### src/rtl/uart_cmd_pkg.sv
// Shared types and defaults for the UART command assembler.
package uart_cmd_pkg;

    typedef enum logic {
        COLLECT = 1'b0,
        FULL    = 1'b1
    } asm_state_t;

    localparam int unsigned CLKS_PER_BIT     = 2604;
    localparam int unsigned DEF_NUM_BYTES    = 3;
    localparam int unsigned DEF_TIMEOUT_CLKS = 30 * CLKS_PER_BIT;

endpackage

### src/rtl/cmd_gap_timer.sv
// Inter-byte gap counter: counts while enabled, zeroes on clear or terminal count,
// and flags the cycle in which the count sits at TERMINAL-1.
module cmd_gap_timer #(
    parameter int unsigned TERMINAL = 100
) (
    input  logic clk,
    input  logic rst_n,
    input  logic clear,
    input  logic enable,
    output logic tc_c
);

    localparam int unsigned TW = (TERMINAL > 2) ? $clog2(TERMINAL) : 1;

    logic [TW-1:0] count;

    assign tc_c = enable && !clear && (count == TW'(TERMINAL - 1));

    always_ff @(posedge clk or negedge rst_n) begin
        if (!rst_n) begin
            count <= '0;
        end else if (clear || tc_c) begin
            count <= '0;
        end else if (enable) begin
            count <= count + TW'(1);
        end
    end

endmodule

### src/rtl/uart_cmd_assembler.sv
// Packs NUM_BYTES UART bytes MSB-first into one command word with a cmd_rdy handshake.
// Optional inter-byte timeout is enabled by defining CMD_TIMEOUT_EN.
module uart_cmd_assembler
    import uart_cmd_pkg::*;
#(
    parameter int unsigned NUM_BYTES    = DEF_NUM_BYTES,
    parameter int unsigned TIMEOUT_CLKS = DEF_TIMEOUT_CLKS
) (
    input  logic                   clk,
    input  logic                   rst_n,
    input  logic                   rdy,
    input  logic [7:0]             rx_data,
    output logic                   clr_rdy,
    input  logic                   clr_cmd_rdy,
    output logic [8*NUM_BYTES-1:0] cmd,
    output logic                   cmd_rdy,
    output logic                   timeout_err
);

    localparam int unsigned CMD_W = 8 * NUM_BYTES;
    localparam int unsigned CNT_W = $clog2(NUM_BYTES + 1);

    if (NUM_BYTES < 2 || NUM_BYTES > 4) begin : g_bad_num_bytes
        $error("uart_cmd_assembler: NUM_BYTES must be 2..4");
    end
    if (TIMEOUT_CLKS < 2) begin : g_bad_timeout
        $error("uart_cmd_assembler: TIMEOUT_CLKS must be at least 2");
    end

    asm_state_t        state, state_d;
    logic [CNT_W-1:0]  byte_cnt, byte_cnt_d;
    logic [CMD_W-1:0]  cmd_d;
    logic              clr_rdy_d, cmd_rdy_d, timeout_err_d;
    logic              capture_c, last_byte_c, gap_tc_c;

    // The ~clr_rdy term skips the cycle where the receiver's rdy is still high after our ack.
    assign capture_c   = rdy && !clr_rdy && (state == COLLECT);
    assign last_byte_c = (byte_cnt == CNT_W'(NUM_BYTES - 1));

`ifdef CMD_TIMEOUT_EN
    cmd_gap_timer #(
        .TERMINAL (TIMEOUT_CLKS)
    ) u_gap_timer (
        .clk    (clk),
        .rst_n  (rst_n),
        .clear  (capture_c || (state != COLLECT)),
        .enable ((state == COLLECT) && (byte_cnt != '0)),
        .tc_c   (gap_tc_c)
    );
`else
    assign gap_tc_c = 1'b0;
`endif

    // Next-state and next-output decode; capture has priority over timeout.
    always_comb begin
        state_d       = state;
        byte_cnt_d    = byte_cnt;
        cmd_d         = cmd;
        clr_rdy_d     = capture_c;
        cmd_rdy_d     = cmd_rdy;
        timeout_err_d = 1'b0;

        case (state)
            COLLECT: begin
                if (capture_c) begin
                    cmd_d = {cmd[CMD_W-9:0], rx_data};
                    if (last_byte_c) begin
                        byte_cnt_d = '0;
                        cmd_rdy_d  = 1'b1;
                        state_d    = FULL;
                    end else begin
                        byte_cnt_d = byte_cnt + CNT_W'(1);
                    end
                end else if (gap_tc_c) begin
                    byte_cnt_d    = '0;
                    cmd_d         = '0;
                    timeout_err_d = 1'b1;
                end
            end
            FULL: begin
                if (clr_cmd_rdy) begin
                    cmd_rdy_d = 1'b0;
                    state_d   = COLLECT;
                end
            end
            default: state_d = COLLECT;
        endcase
    end

    always_ff @(posedge clk or negedge rst_n) begin
        if (!rst_n) begin
            state       <= COLLECT;
            byte_cnt    <= '0;
            cmd         <= '0;
            clr_rdy     <= 1'b0;
            cmd_rdy     <= 1'b0;
            timeout_err <= 1'b0;
        end else begin
            state       <= state_d;
            byte_cnt    <= byte_cnt_d;
            cmd         <= cmd_d;
            clr_rdy     <= clr_rdy_d;
            cmd_rdy     <= cmd_rdy_d;
            timeout_err <= timeout_err_d;
        end
    end

endmodule

### config.mk
export PLATFORM = sky130hd
export DESIGN_NAME = uart_cmd_assembler
export DESIGN_NICKNAME = d
export VERILOG_FILES = /design/src/rtl/uart_cmd_pkg.sv /design/src/rtl/cmd_gap_timer.sv /design/src/rtl/uart_cmd_assembler.sv
export SDC_FILE = /design/constraint.sdc
export NUM_CORES = 1
export LEC_CHECK = 0
export ABC_AREA = 1
export BUFFER_PORTS_ARGS = -buffer_cell sky130_fd_sc_hd__buf_2
export CAP_MARGIN = 10
export CORE_MARGIN = 5
export CORE_UTILIZATION = 40
export CTS_BUF_LIST = sky130_fd_sc_hd__clkbuf_4
export CTS_CLUSTER_SIZE = 28
export DETAILED_ROUTE_END_ITERATION = 16
export HOLD_SLACK_MARGIN = 0.12
export PLACE_DENSITY_LB_ADDON = 0.25
export SLEW_MARGIN = 20
export SYNTH_ARGS = -nofsm -noshare
export SYNTH_HDL_FRONTEND = slang
export SYNTH_SLANG_ARGS = --single-unit
### constraint.sdc
create_clock -name clk -period 1.6 [get_ports clk]
set_clock_uncertainty 0.2 [all_clocks]
set_input_delay 0.32 -clock clk [delete_from_list [all_inputs] [get_ports clk]]
set_output_delay 0.32 -clock clk [all_outputs]
set_load 0.05 [all_outputs]
==> results of run 1 <==
## layout by cell type, fill, tap and decap left out
master	count
nor2_8	1
nand3_1	27
nor2_1	3
dfrtp_1	29
buf_4	3
inv_1	3
conb_1	1
clkinv_2	1
inv_2	1
nand2_1	57
nand2_4	1
clkbuf_4	5
dlygate4sd3_1	10
buf_2	36
buf_12	1
clkinv_1	2
## synth_stat cells, drive strengths merged
cell type / number
nor2: 4
inv: 4
dfrtp: 29
buf: 8
conb: 1
nand3: 27
nand2: 58
## final cells by class
cell class	count	area share (%)
Clock buffer	5	2.425
Clock inverter	3	0.8084
Inverter	4	0.9701
Multi-Input combinational cell	90	25.55
Sequential cell	29	46.89
Tap cell	31	2.506
Timing Repair Buffer	50	20.86
## final timing paths
path	from	to	slack [ps]
worst max-delay path	clr_rdy	clr_rdy	70
worst min-delay path	rdy	cmd[13]	200
worst max register to register	state	cmd[6]	210
worst min register to register	cmd[21]	cmd[21]	270
max in group asynchronous	rst_n	cmd[21]	560
min in group asynchronous	rst_n	cmd_rdy	230
## flip-flops by register name (all words and copies together), names as in the netlist
register / cells
cmd_rdy: 1
byte_cnt: 2
clr_rdy: 1
state: 1
cmd: 24
## per-layer routing
metal | GRT usage, % | up-vias | share of wire (%) | routed length [µm]
met2 | 21.78 | 27 | 46 | 1217
met4 | 7.916 | 0 | 2.1 | 55
met5 | 0 | - | 0 | 0
met3 | 3.627 | 7 | 5.6 | 147
met1 | 17.77 | 459 | 46 | 1218
li1 | - | 508 | - | -
## cell families after synthesis
| family | count (synthesis) |
|---|---|
| simple gates | 89 |
| buf+inv | 12 |
| flops | 29 |
| other cells | 1 |
## what timing repair did
| item | CTS | global route |
|---|---|---|
| gates resized for setup | 1 | 0 |
| endpoints found under the setup margin | 1 | 0 |
| hold buffers | 10 | 0 |
| endpoints found under the hold margin | 39 | 0 |
## per-stage QoR
step / utilization, % / instance area (µm²) / hold slack (ps) / setup slack (ps) / std cells
after floorplan: - / 1194 / -175.6 / 121.2 / 131
after global placement: 49.73 / 1395 / 52.91 / 269.3 / 194
after detailed placement: 49.73 / 1395 / 52.73 / 227.0 / 194
after CTS: 55.17 / 1548 / 190.1 / 39.16 / 212
after global routing: 55.17 / 1548 / 214.2 / 17.00 / 212
final: 55.17 / 1548 / 199.1 / 66.46 / 212
==> results.txt, run 1 <==
cell taking the most area after synthesis -> dfrtp_1
Worst path top cell family by delay -> flip-flops
fin crit share -> 95.85%
Adder-Cell Fraction of Synth Area -> 0%
CTS tree -> yes
clock tree buffer depth -> 2
CP Launch Type -> flop
drt total wl -> 2639 µm
vias per cell -> 4.722
netlist area before placement -> 0.001194 mm²
number of cells produced by synthesis -> 131
Yosys warnings -> 0
vias in the first global route -> 983
syn_nets -> 143
vias after detailed routing -> 1001
first-pass GRT wire length -> 4581 µm
register area share after synthesis -> 60.80%
Critical path buffers and inverters -> 1
CTS root buf -> clkbuf_4
CP Max Fanout -> 2
Area contributors post-synth -> dfrtp_1 61%, nand2_1 18%, nand3_1 11%
Die Area -> 0.004176 mm²
post-synthesis xor/xnor area fraction -> 0%
Remaining Overflow, GRT -> 0
Synth top area share -> 60.80%
Worst EP required -> 1080 ps
Routed wire per std cell -> 12.45 µm
worst hold path depth -> 3
first drt pass iteration count -> 4
GRT Overall Usage -> 14.01%
Distinct cells, synth -> 12
Clock transition at path regs -> 90 ps
Crit Path Category -> reg -> out
R2R depth -> 4
Synth Area in Compound Gates -> 0%
DRT iter0 DRCs -> 67
share of cells above drive strength 1 -> 27.07%
largest net degree at the start of global routing -> 28
H-Tree Depth -> 2
Critical-path top delay cell -> dfrtp_1
min cycle time layout -> 1534 ps
RSZ-0062 raised after global routing -> false
Hold WC Path Type -> in -> reg
Site Rows -> 19
initial antenna violation count -> 0
Core ar. -> 0.002805 mm²
Setup Viol. Count Final -> 0
Die Height -> 64.63 µm
# IOs -> 39
mux contribution to synthesized area -> 0%
die span in x -> 64.63 µm
setup repair bufs after CTS -> 0
post-DP HPWL -> 1762 µm
TritonCTS Buffers -> 5
Yosys reg bits -> 29
multi-input gate area in the final layout -> 395.4 µm²
initial core utilization -> 42.55%
largest family of logic cells by synthesized area -> simple AND/OR/NAND/NOR gates
crit end category -> output port
setup TNS -> 0 ps
crit path DAT -> 1010 ps
Area Overhead vs Synth -> 29.66%
mean post-synth cell area -> 9.112 µm²
DRC -> 0
delay of the slowest critical-path stage -> 450 ps
port bufs -> 37
Final nets -> 192
final hold violation count -> 0
critical path cell sequence -> buf_4
Fmax -> 652.1 MHz
clk sinks -> 29
FF/Latch Area -> 725.7 µm²
clk_lat worst skew -> 320 ps
Final GP Congestion -> 0.7187
status -> completed
max-cap violation count -> 0
antenna viol nets, final -> 0
Slew Limit Fails -> 0
fillcell total -> 259
stages on the worst setup path -> 1
Synth Area in Simple Gates -> 32.81%
n_diodes -> 0
Power of run 1 is not shown: default switching activity piles up to over one toggle a cycle in this logic, so the estimate is an artifact.
==> inputs of run 2 (changes only) <==
- PLACE_DENSITY_LB_ADDON: 0.25 -> 0.15
==> results.txt, run 2 (synthesis results as in run 1) <==
number of flip-flops in the largest register -> 24 (unchanged)
setup TNS -> 0 ps (unchanged)
FF-to-FF Start -> state (unchanged)
n_diodes -> 0 (unchanged)
most common cell after layout, fill and taps aside -> nand2_1 (unchanged)
Final nets -> 193 (was 192)
largest net degree at the start of global routing -> 30 (was 28)
drt total wl -> 2505 µm (was 2639 µm)
crit end category -> output port (unchanged)
TritonCTS Buffers -> 5 (unchanged)
worst hold start -> rdy (unchanged)
critical path cell sequence -> buf_4 (unchanged)
Die Area -> 0.004176 mm² (unchanged)
Critical-path top delay cell -> dfrtp_1 (unchanged)
antenna viol nets, final -> 0 (unchanged)
delay of the slowest critical-path stage -> 450 ps (about the same)
H-Tree Depth -> 2 (unchanged)
vias in the first global route -> 996 (was 983)
hold slack final -> 140.1 ps (was 199.1 ps)
flop2flop setup slack -> 220 ps (was 210 ps)
Remaining Overflow, GRT -> 0 (unchanged)
R2R depth -> 4 (unchanged)
clk sinks -> 29 (unchanged)
crit path DAT -> 990 ps (was 1010 ps)
CP Launch Type -> flop (unchanged)
Fmax -> 663.3 MHz (was 652.1 MHz)
biggest regs -> cmd: 24 flops, byte_cnt: 2 flops (unchanged)
DRT iter0 DRCs -> 23 (was 67)
Placed Instance Area -> 0.001403 mm² (was 0.001395 mm²)
vias per cell -> 4.728 (was 4.722)
final hold violation count -> 0 (unchanged)
crit path launch -> clr_rdy (unchanged)
Die Height -> 64.63 µm (unchanged)
vias after detailed routing -> 1007 (was 1001)
DRC -> 0 (unchanged)
most frequent cells in the layout -> 57 x nand2_1, 36 x buf_2, 29 x dfrtp_1, 27 x nand3_1, 10 x dlygate4sd3_1 (unchanged)
CTS root buf -> clkbuf_4 (unchanged)
clk_lat worst skew -> 310 ps (was 320 ps)
RSZ-0062 raised after global routing -> false (unchanged)
Final GP Congestion -> 0.7483 (was 0.7187)
Hold WC Path Type -> in -> reg (unchanged)
Worst EP required -> 1080 ps (about the same)
initial core utilization -> 42.55% (unchanged)
share of cells above drive strength 1 -> 28.57% (was 27.07%)
Core ar. -> 0.002805 mm² (unchanged)
status -> completed (unchanged)
setup repair bufs after CTS -> 0 (unchanged)
post-DP HPWL -> 1795 µm (was 1762 µm)
# IOs -> 39 (unchanged)
GRT Overall Usage -> 13.30% (was 14.01%)
fin crit share -> 94.22% (was 95.85%)
first-pass GRT wire length -> 4312 µm (was 4581 µm)
Site Rows -> 19 (unchanged)
port bufs -> 37 (unchanged)
max-cap violation count -> 0 (unchanged)
Critical path buffers and inverters -> 1 (unchanged)
first drt pass iteration count -> 4 (unchanged)
Slew Limit Fails -> 0 (unchanged)
CTS tree -> yes (unchanged)
Most flops, register -> cmd (unchanged)
Routed wire per std cell -> 11.76 µm (was 12.45 µm)
min cycle time layout -> 1508 ps (was 1534 ps)
initial antenna violation count -> 0 (unchanged)
Area Overhead vs Synth -> 31.13% (was 29.66%)
final instance area -> 0.001565 mm² (was 0.001548 mm²)
die span in x -> 64.63 µm (unchanged)
Clock transition at path regs -> 80 ps (was 90 ps)
Worst path top cell family by delay -> flip-flops (unchanged)
clock tree buffer depth -> 2 (unchanged)
Setup Viol. Count Final -> 0 (unchanged)
Worst R2R End -> state (was cmd[6])
crit path capture -> clr_rdy (unchanged)
CP Max Fanout -> 2 (unchanged)
Crit Path Category -> reg -> out (unchanged)
stages on the worst setup path -> 1 (unchanged)
-- run 2: cell type report --
class	instances	area (µm²)
timing repair buffer	51	330.3
sequential	29	725.7
inverter	4	15.01
multi-input combinational	90	395.4
clock buffer	8	60.06
fill	271	1240
tap	31	38.79
-- run 2: metrics by stage --
| step | utilization (%) | setup WS, ps | std cells |
|---|---|---|---|
| 6_report | 55.80 | 92.48 | 213 |
| 2_1_floorplan | - | 121.2 | 131 |
| 3_5_place_dp | 50.00 | 221.2 | 195 |
| 5_1_grt | 55.80 | 26.21 | 213 |
| 3_3_place_gp | 50.00 | 268.5 | 195 |
| 4_1_cts | 55.71 | 5.607 | 213 |
-- run 2: worst min-delay path by stage --
| stage | cells past startpoint | slack, ps | end |
|---|---|---|---|
| after detailed placement | 2 | 80 | clr_rdy |
| final | 3 | 140 | cmd_rdy |
| after CTS | 3 | 130 | state |
| after global routing | 3 | 130 | state |
| after floorplan | 0 | -180 | byte_cnt[0] |
| after global placement | 2 | 80 | cmd[22] |
-- run 2: repair_timing --
action,4_1_cts,5_1_grt
resized for setup,0,2
endpoints found under the hold margin,39,0
hold buffers,10,0
endpoints found under the setup margin,0,1
-- run 2: metal layers --
metal  part of all wire [%]  track usage, %
met1                     44           15.64
met2                     49           22.55
met3                    7.0           5.699
met4                      0           3.166
met5                      0               0
Power of run 2 is left out for the same reason.
==> inputs of run 3 (changes only) <==
- REMOVE_ABC_BUFFERS: not set -> 1
==> results.txt, run 3 (synthesis results as in run 1) <==
die span in x -> 64.63 µm (unchanged)
post-DP HPWL -> 1813 µm (was 1795 µm)
status -> completed (unchanged)
antenna viol nets, final -> 0 (unchanged)
RSZ-0062 raised after global routing -> false (unchanged)
Routed wire per std cell -> 12.22 µm (was 11.76 µm)
number of flip-flops in the largest register -> 24 (unchanged)
Die Height -> 64.63 µm (unchanged)
clock tree buffer depth -> 2 (unchanged)
setup TNS -> 0 ps (unchanged)
Hold WC Path Type -> in -> reg (unchanged)
Most flops, register -> cmd (unchanged)
biggest regs -> cmd: 24 flops, byte_cnt: 2 flops (unchanged)
initial antenna violation count -> 0 (unchanged)
# IOs -> 39 (unchanged)
min cycle time layout -> 1537 ps (was 1508 ps)
clk sinks -> 29 (unchanged)
Slew Limit Fails -> 0 (unchanged)
Critical-path top delay cell -> dfrtp_1 (unchanged)
CP Max Fanout -> 2 (unchanged)
clk_lat worst skew -> 320 ps (was 310 ps)
FF-to-FF Start -> state (unchanged)
Worst EP required -> 1080 ps (about the same)
first drt pass iteration count -> 4 (unchanged)
most frequent cells in the layout -> 57 x nand2_1, 36 x buf_2, 29 x dfrtp_1, 27 x nand3_1, 10 x dlygate4sd3_1 (unchanged)
max-cap violation count -> 0 (unchanged)
CTS tree -> yes (unchanged)
crit path launch -> clr_rdy (unchanged)
Die Area -> 0.004176 mm² (unchanged)
Remaining Overflow, GRT -> 0 (unchanged)
GRT Overall Usage -> 14.00% (was 13.30%)
crit path DAT -> 1020 ps (was 990 ps)
port bufs -> 37 (unchanged)
Fmax -> 650.7 MHz (was 663.3 MHz)
final hold violation count -> 0 (unchanged)
H-Tree Depth -> 2 (unchanged)
delay of the slowest critical-path stage -> 460 ps (was 450 ps)
Site Rows -> 19 (unchanged)
initial core utilization -> 42.55% (unchanged)
Core ar. -> 0.002805 mm² (unchanged)
vias in the first global route -> 1017 (was 996)
Final GP Congestion -> 0.6941 (was 0.7483)
DRT iter0 DRCs -> 52 (was 23)
drt total wl -> 2590 µm (was 2505 µm)
first-pass GRT wire length -> 4450 µm (was 4312 µm)
most common cell after layout, fill and taps aside -> nand2_1 (unchanged)
Area Overhead vs Synth -> 30.50% (was 31.13%)
TritonCTS Buffers -> 5 (unchanged)
worst hold start -> rdy (unchanged)
share of cells above drive strength 1 -> 28.18% (was 28.57%)
crit end category -> output port (unchanged)
Final nets -> 192 (was 193)
n_diodes -> 0 (unchanged)
vias after detailed routing -> 1012 (was 1007)
Crit Path Category -> reg -> out (unchanged)
largest net degree at the start of global routing -> 28 (was 30)
DRC -> 0 (unchanged)
CP Launch Type -> flop (unchanged)
CTS root buf -> clkbuf_4 (unchanged)
vias per cell -> 4.774 (was 4.728)
Worst path top cell family by delay -> flip-flops (unchanged)
Clock transition at path regs -> 90 ps (was 80 ps)
Critical path buffers and inverters -> 1 (unchanged)
hold slack final -> 157.6 ps (was 140.1 ps)
Setup Viol. Count Final -> 0 (unchanged)
fin crit share -> 96.06% (was 94.22%)
critical path cell sequence -> buf_4 (unchanged)
==> run 3: changes by cell type in the layout (fill, tap and decap cells not counted) <==
cell   change
buf_4      -1
==> run 3: repair_timing <==
| action | in CTS | in global routing |
|---|---|---|
| hold endpoints to repair | 39 | 0 |
| buffers inserted | 0 | 0 |
| resized for setup | 1 | 0 |
| endpoints found under the setup margin | 1 | 0 |
| hold buffers | 10 | 0 |
==> run 3: layer usage <==
metal | track usage (%) | vias up | part of all wire (%)
li1 | - | 510 | -
met1 | 15.33 | 464 | 41
met2 | 23.84 | 33 | 50
met3 | 4.663 | 5 | 6.9
met4 | 7.916 | 0 | 1.7
met5 | 0 | - | 0
==> run 3: worst paths after layout <==
| path | endpoint | slack [ps] | cells after the start |
|---|---|---|---|
| max in group asynchronous | cmd[5] | 560 | 3 |
| min reg2reg | cmd[18] | 270 | 2 |
| min | cmd[6] | 160 | 3 |
| min in group asynchronous | cmd[6] | 240 | 2 |
| max | clr_rdy | 60 | 1 |
| max reg2reg | cmd[4] | 260 | 4 |
==> run 3: area by class of cell <==
class,count,area (µm²)
inverter,4,15.01
tap,31,38.79
sequential,29,725.7
multi-input combinational,90,395.4
timing repair buffer,50,322.8
clock buffer,8,60.06
fill,279,1247
==> run 3: metrics by stage <==
| step | utilization (%) | cells | setup slack (ps) | cell area, µm² |
|---|---|---|---|---|
| floorplan | - | 123 | 9.381 | 1136 |
| global placement | 49.73 | 194 | 295.0 | 1395 |
| detailed placement | 49.73 | 194 | 263.7 | 1395 |
| CTS | 55.53 | 212 | 42.74 | 1558 |
| global route | 55.53 | 212 | 19.45 | 1558 |
| finish | 55.53 | 212 | 63.09 | 1558 |
Power of run 3 is left out for the same reason.
